==> config.mk <==
export PLATFORM = sky130hd
export DESIGN_NAME = sp_ram_pipe_flat
export DESIGN_NICKNAME = d
export VERILOG_FILES = /design/src/rtl/sp_ram_pkg.sv /design/src/rtl/sp_ram_pipe_if.sv /design/src/rtl/sp_ram_rd_pipe.sv /design/src/rtl/sp_ram_pipe.sv /design/src/flat_wrapper.sv
export SDC_FILE = /design/constraint.sdc
export NUM_CORES = 1
export LEC_CHECK = 0
export BUFFER_PORTS_ARGS = -buffer_cell sky130_fd_sc_hd__buf_2
export CAP_MARGIN = 10
export CORE_MARGIN = 4
export CORE_UTILIZATION = 50
export CTS_CLUSTER_SIZE = 12
export DETAILED_ROUTE_END_ITERATION = 10
export HOLD_SLACK_MARGIN = 0.15
export PLACE_DENSITY = 0.69
export SLEW_MARGIN = 20
export SYNTH_ARGS = -nofsm -noshare
export SYNTH_HDL_FRONTEND = slang
export SYNTH_SLANG_ARGS = --single-unit
==> constraint.sdc <==
create_clock -name clk -period 4.9 [get_ports clk]
set_input_delay 1.225 -clock clk [delete_from_list [all_inputs] [get_ports clk]]
set_output_delay 1.225 -clock clk [all_outputs]
set_load 0.005 [all_outputs]
==> src/rtl/sp_ram_pkg.sv <==
// Shared constants and lane helpers for the single-port RAM and its read pipeline.
// Helpers work on MAX_W-wide words; callers size-cast arguments and results.
package sp_ram_pkg;

  localparam int WR_RSP_NONE = 0;
  localparam int WR_RSP_THRU = 1;
  localparam int MAX_W       = 256;
  localparam int MAX_NB      = 32;

  function automatic int nb(input int width, input int byte_w);
    return width / byte_w;
  endfunction

  function automatic int addr_w(input int depth);
    return (depth > 1) ? $clog2(depth) : 1;
  endfunction

  function automatic logic [MAX_W-1:0] byte_merge(input logic [MAX_W-1:0]  old_w,
                                                  input logic [MAX_W-1:0]  new_w,
                                                  input logic [MAX_NB-1:0] be,
                                                  input int                byte_w);
    logic [MAX_W-1:0] res;
    res = old_w;
    for (int i = 0; i < MAX_W; i++) begin
      if ((i / byte_w) < MAX_NB && be[i / byte_w]) res[i] = new_w[i];
    end
    return res;
  endfunction

  // Even parity: the returned bit makes each lane plus its parity bit XOR to zero.
  function automatic logic [MAX_NB-1:0] lane_parity(input logic [MAX_W-1:0] word,
                                                    input int               byte_w);
    logic [MAX_NB-1:0] p;
    p = '0;
    for (int i = 0; i < MAX_W; i++) begin
      if ((i / byte_w) < MAX_NB) p[i / byte_w] = p[i / byte_w] ^ word[i];
    end
    return p;
  endfunction

endpackage

==> src/rtl/sp_ram_pipe_if.sv <==
// Request/response bus of sp_ram_pipe; parity_err is present only with SP_RAM_PARITY_EN.
interface sp_ram_pipe_if
  import sp_ram_pkg::*;
#(
  parameter int WIDTH  = 32,
  parameter int DEPTH  = 16,
  parameter int BYTE_W = 8
);
  localparam int NB = nb(WIDTH, BYTE_W);
  localparam int AW = addr_w(DEPTH);

  logic             en;
  logic             wen;
  logic [NB-1:0]    be;
  logic [AW-1:0]    addr;
  logic [WIDTH-1:0] din;
  logic [WIDTH-1:0] dout;
  logic             dout_vld;
`ifdef SP_RAM_PARITY_EN
  logic [NB-1:0]    parity_err;
`endif

  modport master (
    output en, output wen, output be, output addr, output din,
    input  dout, input dout_vld
`ifdef SP_RAM_PARITY_EN
    , input parity_err
`endif
  );

  modport slave (
    input  en, input wen, input be, input addr, input din,
    output dout, output dout_vld
`ifdef SP_RAM_PARITY_EN
    , output parity_err
`endif
  );

endinterface

==> src/rtl/sp_ram_rd_pipe.sv <==
// {vld,data} delay line of LAT stages; data registers load only behind a valid bit.
// Synchronous active-high reset clears valid bits and zeroes data so the output idles at 0.
module sp_ram_rd_pipe #(
  parameter int DW  = 32,
  parameter int LAT = 1
) (
  input  logic          clk,
  input  logic          rst,
  input  logic          vld_i,
  input  logic [DW-1:0] dat_i,
  output logic          vld_o,
  output logic [DW-1:0] dat_o
);

  logic [LAT-1:0] vld_q;
  logic [DW-1:0]  dat_q [LAT];

  always_ff @(posedge clk) begin
    if (rst) begin
      vld_q <= '0;
      for (int i = 0; i < LAT; i++) dat_q[i] <= '0;
    end else begin
      vld_q[0] <= vld_i;
      if (vld_i) dat_q[0] <= dat_i;
      for (int i = 1; i < LAT; i++) begin
        vld_q[i] <= vld_q[i-1];
        if (vld_q[i-1]) dat_q[i] <= dat_q[i-1];
      end
    end
  end

  assign vld_o = vld_q[LAT-1];
  assign dat_o = dat_q[LAT-1];

endmodule

==> src/rtl/sp_ram_pipe.sv <==
// Single-port RAM with byte enables, RD_LAT-cycle read pipeline and optional write-through response.
// Optional per-lane even parity when SP_RAM_PARITY_EN is defined (adds parity_err to the bus).
module sp_ram_pipe
  import sp_ram_pkg::*;
#(
  parameter int WIDTH  = 32,
  parameter int DEPTH  = 16,
  parameter int BYTE_W = 8,
  parameter int RD_LAT = 1,
  parameter int WR_RSP = WR_RSP_NONE
) (
  input  logic         clk,
  input  logic         rst,
  sp_ram_pipe_if.slave bus
);

  localparam int NB = nb(WIDTH, BYTE_W);
`ifdef SP_RAM_PARITY_EN
  localparam int MW = WIDTH + NB;
  localparam int PW = WIDTH + NB;
`else
  localparam int MW = WIDTH;
  localparam int PW = WIDTH;
`endif

  if ((WIDTH % BYTE_W) != 0 || RD_LAT < 1 || RD_LAT > 4 ||
      WIDTH > MAX_W || NB > MAX_NB) begin : g_bad_param
    $fatal(1, "sp_ram_pipe: illegal WIDTH/BYTE_W/RD_LAT combination");
  end

  logic [MW-1:0]    mem_q [DEPTH];
  logic [MW-1:0]    mem_d;
  logic [MW-1:0]    rd_word;
  logic             in_rng;
  logic             wr_go;
  logic             pipe_vld_d;
  logic [WIDTH-1:0] merged;
  logic [WIDTH-1:0] rsp_dat;
  logic [PW-1:0]    pipe_dat_d;
  logic [PW-1:0]    pipe_dat;
  logic             pipe_vld;
`ifdef SP_RAM_PARITY_EN
  logic [NB-1:0]    new_par;
  logic [NB-1:0]    old_par;
  logic [NB-1:0]    rd_err;
`endif

  always_comb begin
    in_rng     = 32'(bus.addr) < DEPTH;
    rd_word    = in_rng ? mem_q[bus.addr] : '0;
    merged     = WIDTH'(byte_merge(MAX_W'(rd_word[WIDTH-1:0]), MAX_W'(bus.din),
                                   MAX_NB'(bus.be), BYTE_W));
    wr_go      = !rst && bus.en && bus.wen && in_rng;
    pipe_vld_d = !rst && bus.en && (!bus.wen || WR_RSP == WR_RSP_THRU);
    // Out-of-range accesses answer with zero data, for reads and write-through alike.
    rsp_dat    = !in_rng ? '0 : (bus.wen ? merged : rd_word[WIDTH-1:0]);
`ifdef SP_RAM_PARITY_EN
    new_par    = NB'(lane_parity(MAX_W'(bus.din), BYTE_W));
    old_par    = rd_word[MW-1:WIDTH];
    mem_d      = {(new_par & bus.be) | (old_par & ~bus.be), merged};
    rd_err     = (bus.wen || !in_rng) ? '0
               : (NB'(lane_parity(MAX_W'(rd_word[WIDTH-1:0]), BYTE_W)) ^ old_par);
    pipe_dat_d = {rd_err, rsp_dat};
`else
    mem_d      = merged;
    pipe_dat_d = rsp_dat;
`endif
  end

  always_ff @(posedge clk) begin
    if (wr_go) mem_q[bus.addr] <= mem_d;
  end

  sp_ram_rd_pipe #(
    .DW  (PW),
    .LAT (RD_LAT)
  ) u_rd_pipe (
    .clk   (clk),
    .rst   (rst),
    .vld_i (pipe_vld_d),
    .dat_i (pipe_dat_d),
    .vld_o (pipe_vld),
    .dat_o (pipe_dat)
  );

  assign bus.dout     = pipe_dat[WIDTH-1:0];
  assign bus.dout_vld = pipe_vld;
`ifdef SP_RAM_PARITY_EN
  assign bus.parity_err = pipe_dat[PW-1:WIDTH];
`endif

endmodule

==> src/flat_wrapper.sv <==
// flat-port wrapper written by rule: the top's interface ports become plain ports
module sp_ram_pipe_flat import sp_ram_pkg::*;
#(
  parameter int WIDTH  = 32,
  parameter int DEPTH  = 16,
  parameter int BYTE_W = 8,
  parameter int RD_LAT = 1,
  parameter int WR_RSP = WR_RSP_NONE
)
  (clk, rst, bus_en, bus_wen, bus_be, bus_addr, bus_din, bus_dout, bus_dout_vld);
  sp_ram_pipe_if #(.WIDTH(WIDTH), .DEPTH(DEPTH), .BYTE_W(BYTE_W)) bus_i ();
  input  logic clk;
  input  logic rst;
  input wire logic [$bits(bus_i.en)-1:0] bus_en;
  input wire logic [$bits(bus_i.wen)-1:0] bus_wen;
  input wire logic [$bits(bus_i.be)-1:0] bus_be;
  input wire logic [$bits(bus_i.addr)-1:0] bus_addr;
  input wire logic [$bits(bus_i.din)-1:0] bus_din;
  output wire logic [$bits(bus_i.dout)-1:0] bus_dout;
  output wire logic [$bits(bus_i.dout_vld)-1:0] bus_dout_vld;
  assign bus_i.en = bus_en;
  assign bus_i.wen = bus_wen;
  assign bus_i.be = bus_be;
  assign bus_i.addr = bus_addr;
  assign bus_i.din = bus_din;
  assign bus_dout = bus_i.dout;
  assign bus_dout_vld = bus_i.dout_vld;
  sp_ram_pipe #(.WIDTH(WIDTH), .DEPTH(DEPTH), .BYTE_W(BYTE_W), .RD_LAT(RD_LAT), .WR_RSP(WR_RSP)) u_core (.clk(clk), .rst(rst), .bus(bus_i));
endmodule
# Word level (Yosys, flattened, before mapping)
# Memories as Yosys holds them, arrays and structs flattened.
# Cells that the tools add are included.
[word_totals]
ff_bits = 1
mem_bits_rw = 544
input_bits = 44
output_inout_bits = 33
elab_cells = 51
mem_count = 2
[op_classes]
muxes = 42
n_reduce_logical = 6
[mem_list]
columns = ["memory", "words", "width", "read_ports", "rd_clocked_by_memory_dff", "write_ports", "line_no", "source"]
rows = [
  ["u_core.mem_q", 16, 32, 1, 0, 1, "sp_ram_pipe.sv:31", "logic [MW-1:0] mem_q [DEPTH];"],
  ["u_core.u_rd_pipe.dat_q", 1, 32, 1, 0, 1, "sp_ram_rd_pipe.sv:16", "logic [DW-1:0] dat_q [LAT];"],
]
[op_table]
columns = ["operator", "count"]
rows = [
  ["$mux W32", 2],
  ["$mux W1", 40],
  ["$reduce_or A32 Y1", 1],
  ["$logic_and A1 B1 Y1", 3],
  ["$logic_not A1 Y1", 2],
]

# Logic depth before layout (Yosys ltp)
[depth]
word_depth = 8
ltp_mapped = 6
mapped_depth_nobuf = 3

# Cells and area by module
# From an unflattened synthesis, not the netlist that was laid out.
[hier_totals]
hier_cells = 1008
hier_area_um2 = 21534.4
[by_module_without_submodules]
columns = ["module", "instances", "cells_each", "area_each_um2", "seq_area_each_um2"]
rows = [
  ["sp_ram_pipe", 1, 935, 20219.4, 15374.7],
  ["sp_ram_rd_pipe", 1, 73, 1315.0, 980.9],
]

# Worst setup path after synthesis
# OpenSTA, ideal clock, no wires.
[synth_timing]
path_kind = "in2reg"
from = "input port bus_addr[0]"
to = "memory u_core.mem_q[1][0] (netlist bit), enable pin"
setup_time_ns = 0.461
arrival_ns = 4.169
required_ns = 4.439
slack_ns = 0.270
path_stages = 3
path_buffers = 1
cell_sequence = "clkbuf_1 > or3b_2 > nor3_1"
[synth_lines]
columns = ["element", "line_no", "source"]
rows = [
  ["from (decl)", "flat_wrapper.sv:17", "input wire logic [$bits(bus_i.addr)-1:0] bus_addr;"],
  ["to (decl)", "sp_ram_pipe.sv:31", ""],
]
# Straight into the memory's write port.

# Worst setup path in the final report
[layout_timing]
from = "input port bus_addr[3]"
to = "memory u_core.mem_q[14][17] (netlist bit), data pin"
[layout_via]
elab_chain_len = 2
[layout_rtl]
columns = ["element", "line_no", "source"]
rows = [
  ["$mem_v2 Z16 W32", "n/a", ""],
  ["$mux W1", "sp_ram_pkg.sv:25", "if ((i / byte_w) < MAX_NB && be[i / byte_w]) res[i] = new_w[i];"],
  ["via u_core.mem_d[17]", "sp_ram_pipe.sv:32", "logic [MW-1:0] mem_d;"],
]
# The timed path passes the listed nets, and every way through them passes these cells.

==> results.cfg <==
[status]
status = complete, no violations

[sta]
min_period_ps = 3319
slew_violations = 0
fmax_mhz = 301.3
worst_clock_skew_ps = 7.611
setup_tns_ps = 0
setup_viol = 0
slew_headroom_pct = 36.57
hold_ws_ps = 907.4
setup_ws_ps = 1581
rsz0062_at_grt = false
finalHoldViolCount = 0
worst_pin_slew_ps = 951.5
fin_crit_sh_pct = 67.74

[die]
rows = 74
die_h_um = 212.8
core_area_mm2 = 0.04111
start_util_pct = 51.02
dieArea_mm2 = 0.04529
io_pins = 77
fp.dieW_um = 212.8

[logic_synthesis]
ys_ff_latch = 545
async_reset_ff_share_pct = 0
synth_edf_count = 544
seq_area_frac_synth_pct = 77.98
synth_cell_type_count = 28
yosysWarnings = 0
synth_cells = 928
synthFlopType = edfxtp_1
syn_avg_cell_area_um2 = 22.60
syn_area_mm2 = 0.02097
synth_nets = 972

[worst_hold_path]
min_to = u_core.u_rd_pipe.dat_q[0][14]
hold_path_startpoint = u_core.mem_q[10][14]
min_path_type = reg -> reg
hold_path_depth = 3

[critical_path]
worstPathCellList = buf_6 -> buf_4 -> mux4_2 -> o22ai_1 -> a221oi_1 -> buf_4
critPathMaxFanout = 80
cpPeakStageDelay_ps = 610
cpMostUsedCell = buf_4
startpoint_type = input pin
cp.arrival_ps = 3750
rrSetupSlack_ps = 2970
required_ps = 5330
worstRegToRegCells = 4
path_class = in -> reg
slowest_stage = buf_4
cp-end-kind = flop
reg2reg_to = u_core.mem_q[14][9]
rr_startpoint = u_core.mem_q[8][9]

[placement]
placedCellCount = 1549
gp_congestion = 0.7368
placed_cell_area_mm2 = 0.02243
io_buffers = 76
place_ws_ps = 1031
dp_hpwl_mm = 25.55

[finish]
final_common_cell = edfxtp_1
drive_gt1_share_pct = 32.60
area_growth_pct = 14.08
fin_nets = 1117
postLayoutCellArea_mm2 = 0.02393
final_cell_mix = edfxtp_1 (544), mux4_2 (128), buf_2 (74)
instances_no_fill = 1631
fill_cells = 2948

[clocking]
clk_pin_slew_ps = 60
cts_root_buf = clkbuf_16
cts_setup_buffers = 0
ctsHoldBuffers = 0
clk_path_buf_depth = 3
clkSinkCount = 545
cts_resized = 0
worstSkewPairLatency_ps = 580
cts_buffers = 54
cts_tree = built
cts_htree_levels = 2

[route]
post_drt_wl_per_cell_um = 28.58
ant_nets = 0
drc = 0
first_iter_violations = 998
drt_pass1_iterations = 5
vias_per_cell = 6.242
wl_mm = 46.62
vias = 10180

[power]
switching_share_pct = 20.56
comb_power_share_pct = 5.7
intPower_w = 0.007470
pwr-share-clk_pct = 38.5
p_leak_nw = 7.615
seqPwrFrac_pct = 55.8
p_switching_w = 0.001934
ir_worst_vdd_v = 0.0002464
power_density_mw_per_mm2 = 393.0

[global_routing]
grt_max_degree = 81
grt_antenna_before_repair = 0
grt_pass1_vias = 10500
grt_pass1_wl_mm = 68.38
track_usage_pct = 20.83
grt.overflow.total = 0

[flow_run]
cap_violations = 0
[power by group through the flow]
stage / logic [W] / clock network, W / registers, W
2_1_floorplan: 0.000336 / 0 / 0.00535
3_3_place_gp: 0.000528 / 0 / 0.00534
3_5_place_dp: 0.000545 / 0 / 0.00534
4_1_cts: 0.000546 / 0.00368 / 0.00524
5_1_grt: 0.000587 / 0.00389 / 0.00524
6_report: 0.000540 / 0.00362 / 0.00524
[synth_stat cells (all sizes together), types with 2 or more instances]
library cell / n / area, um^2
or3b: 2 / 17.52
nand2b: 5 / 31.28
inv: 5 / 18.77
nor2: 44 / 165.2
nor2b: 5 / 31.28
nor3: 4 / 20.02
edfxtp: 544 / 16340
a221oi: 32 / 286.5
a211oi: 32 / 240.2
mux4: 128 / 2883
buf: 38 / 282.8
mux2i: 32 / 332.8
clkbuf: 19 / 78.82
o22ai: 32 / 200.2
[layer usage]
layer | track usage [%] | part of all wire [%]
met4 | 5.598 | 2.0
met5 | 0 | 0
met1 | 28.79 | 40
met2 | 35.59 | 52
met3 | 2.895 | 6.3
[through the flow]
step | total power [W] | util (%)
after floorplan | 0.005684 | -
after global placement | 0.005868 | 54.56
after detailed placement | 0.005886 | 54.56
after CTS | 0.009467 | 58.18
after global routing | 0.009722 | 58.20
final | 0.009403 | 58.20
[flip-flops by register name, indices dropped and copies added, names as in the netlist]
| register | count |
|---|---|
| u_core.mem_q | 512 |
| u_core.u_rd_pipe.vld_o | 1 |
| u_core.u_rd_pipe.dat_q | 32 |
[cell type report]
class	instances	area [um^2]	area share [%]
sequential	545	16360	68.36
antenna	1	2.502	0.01046
clock inverter	10	53.80	0.2249
inverter	5	18.77	0.07844
timing repair buffer	146	1033	4.319
tap	532	665.6	2.782
clock buffer	71	1436	6.003
multi-input combinational	321	4360	18.22
[cells by family after synthesis]
logic type	Yosys count	synth area share [%]
simple gates	65	1.408
mux	160	15.33
compound gates	96	3.466
buf+inv	62	1.813
flops	545	77.98
[worst max-delay path by stage]
stage	start	to	slack, ps
4_1_cts	bus_addr[3]	u_core.mem_q[14][17]	1630
2_1_floorplan	bus_addr[0]	u_core.mem_q[1][0]	270
3_3_place_gp	bus_addr[3]	u_core.mem_q[8][17]	1070
6_report	bus_addr[3]	u_core.mem_q[14][17]	1580
5_1_grt	bus_addr[3]	u_core.mem_q[6][17]	1470
3_5_place_dp	bus_addr[3]	u_core.mem_q[14][17]	1030
[worst max-delay path: cells and delay by family]
kind	cells	cell delay [ps]
AO/OA/AOI/OAI	2	590
multiplexers	1	320
buffers and inverters	3	1480
Note: power is estimated with default switching activity, not from simulation.
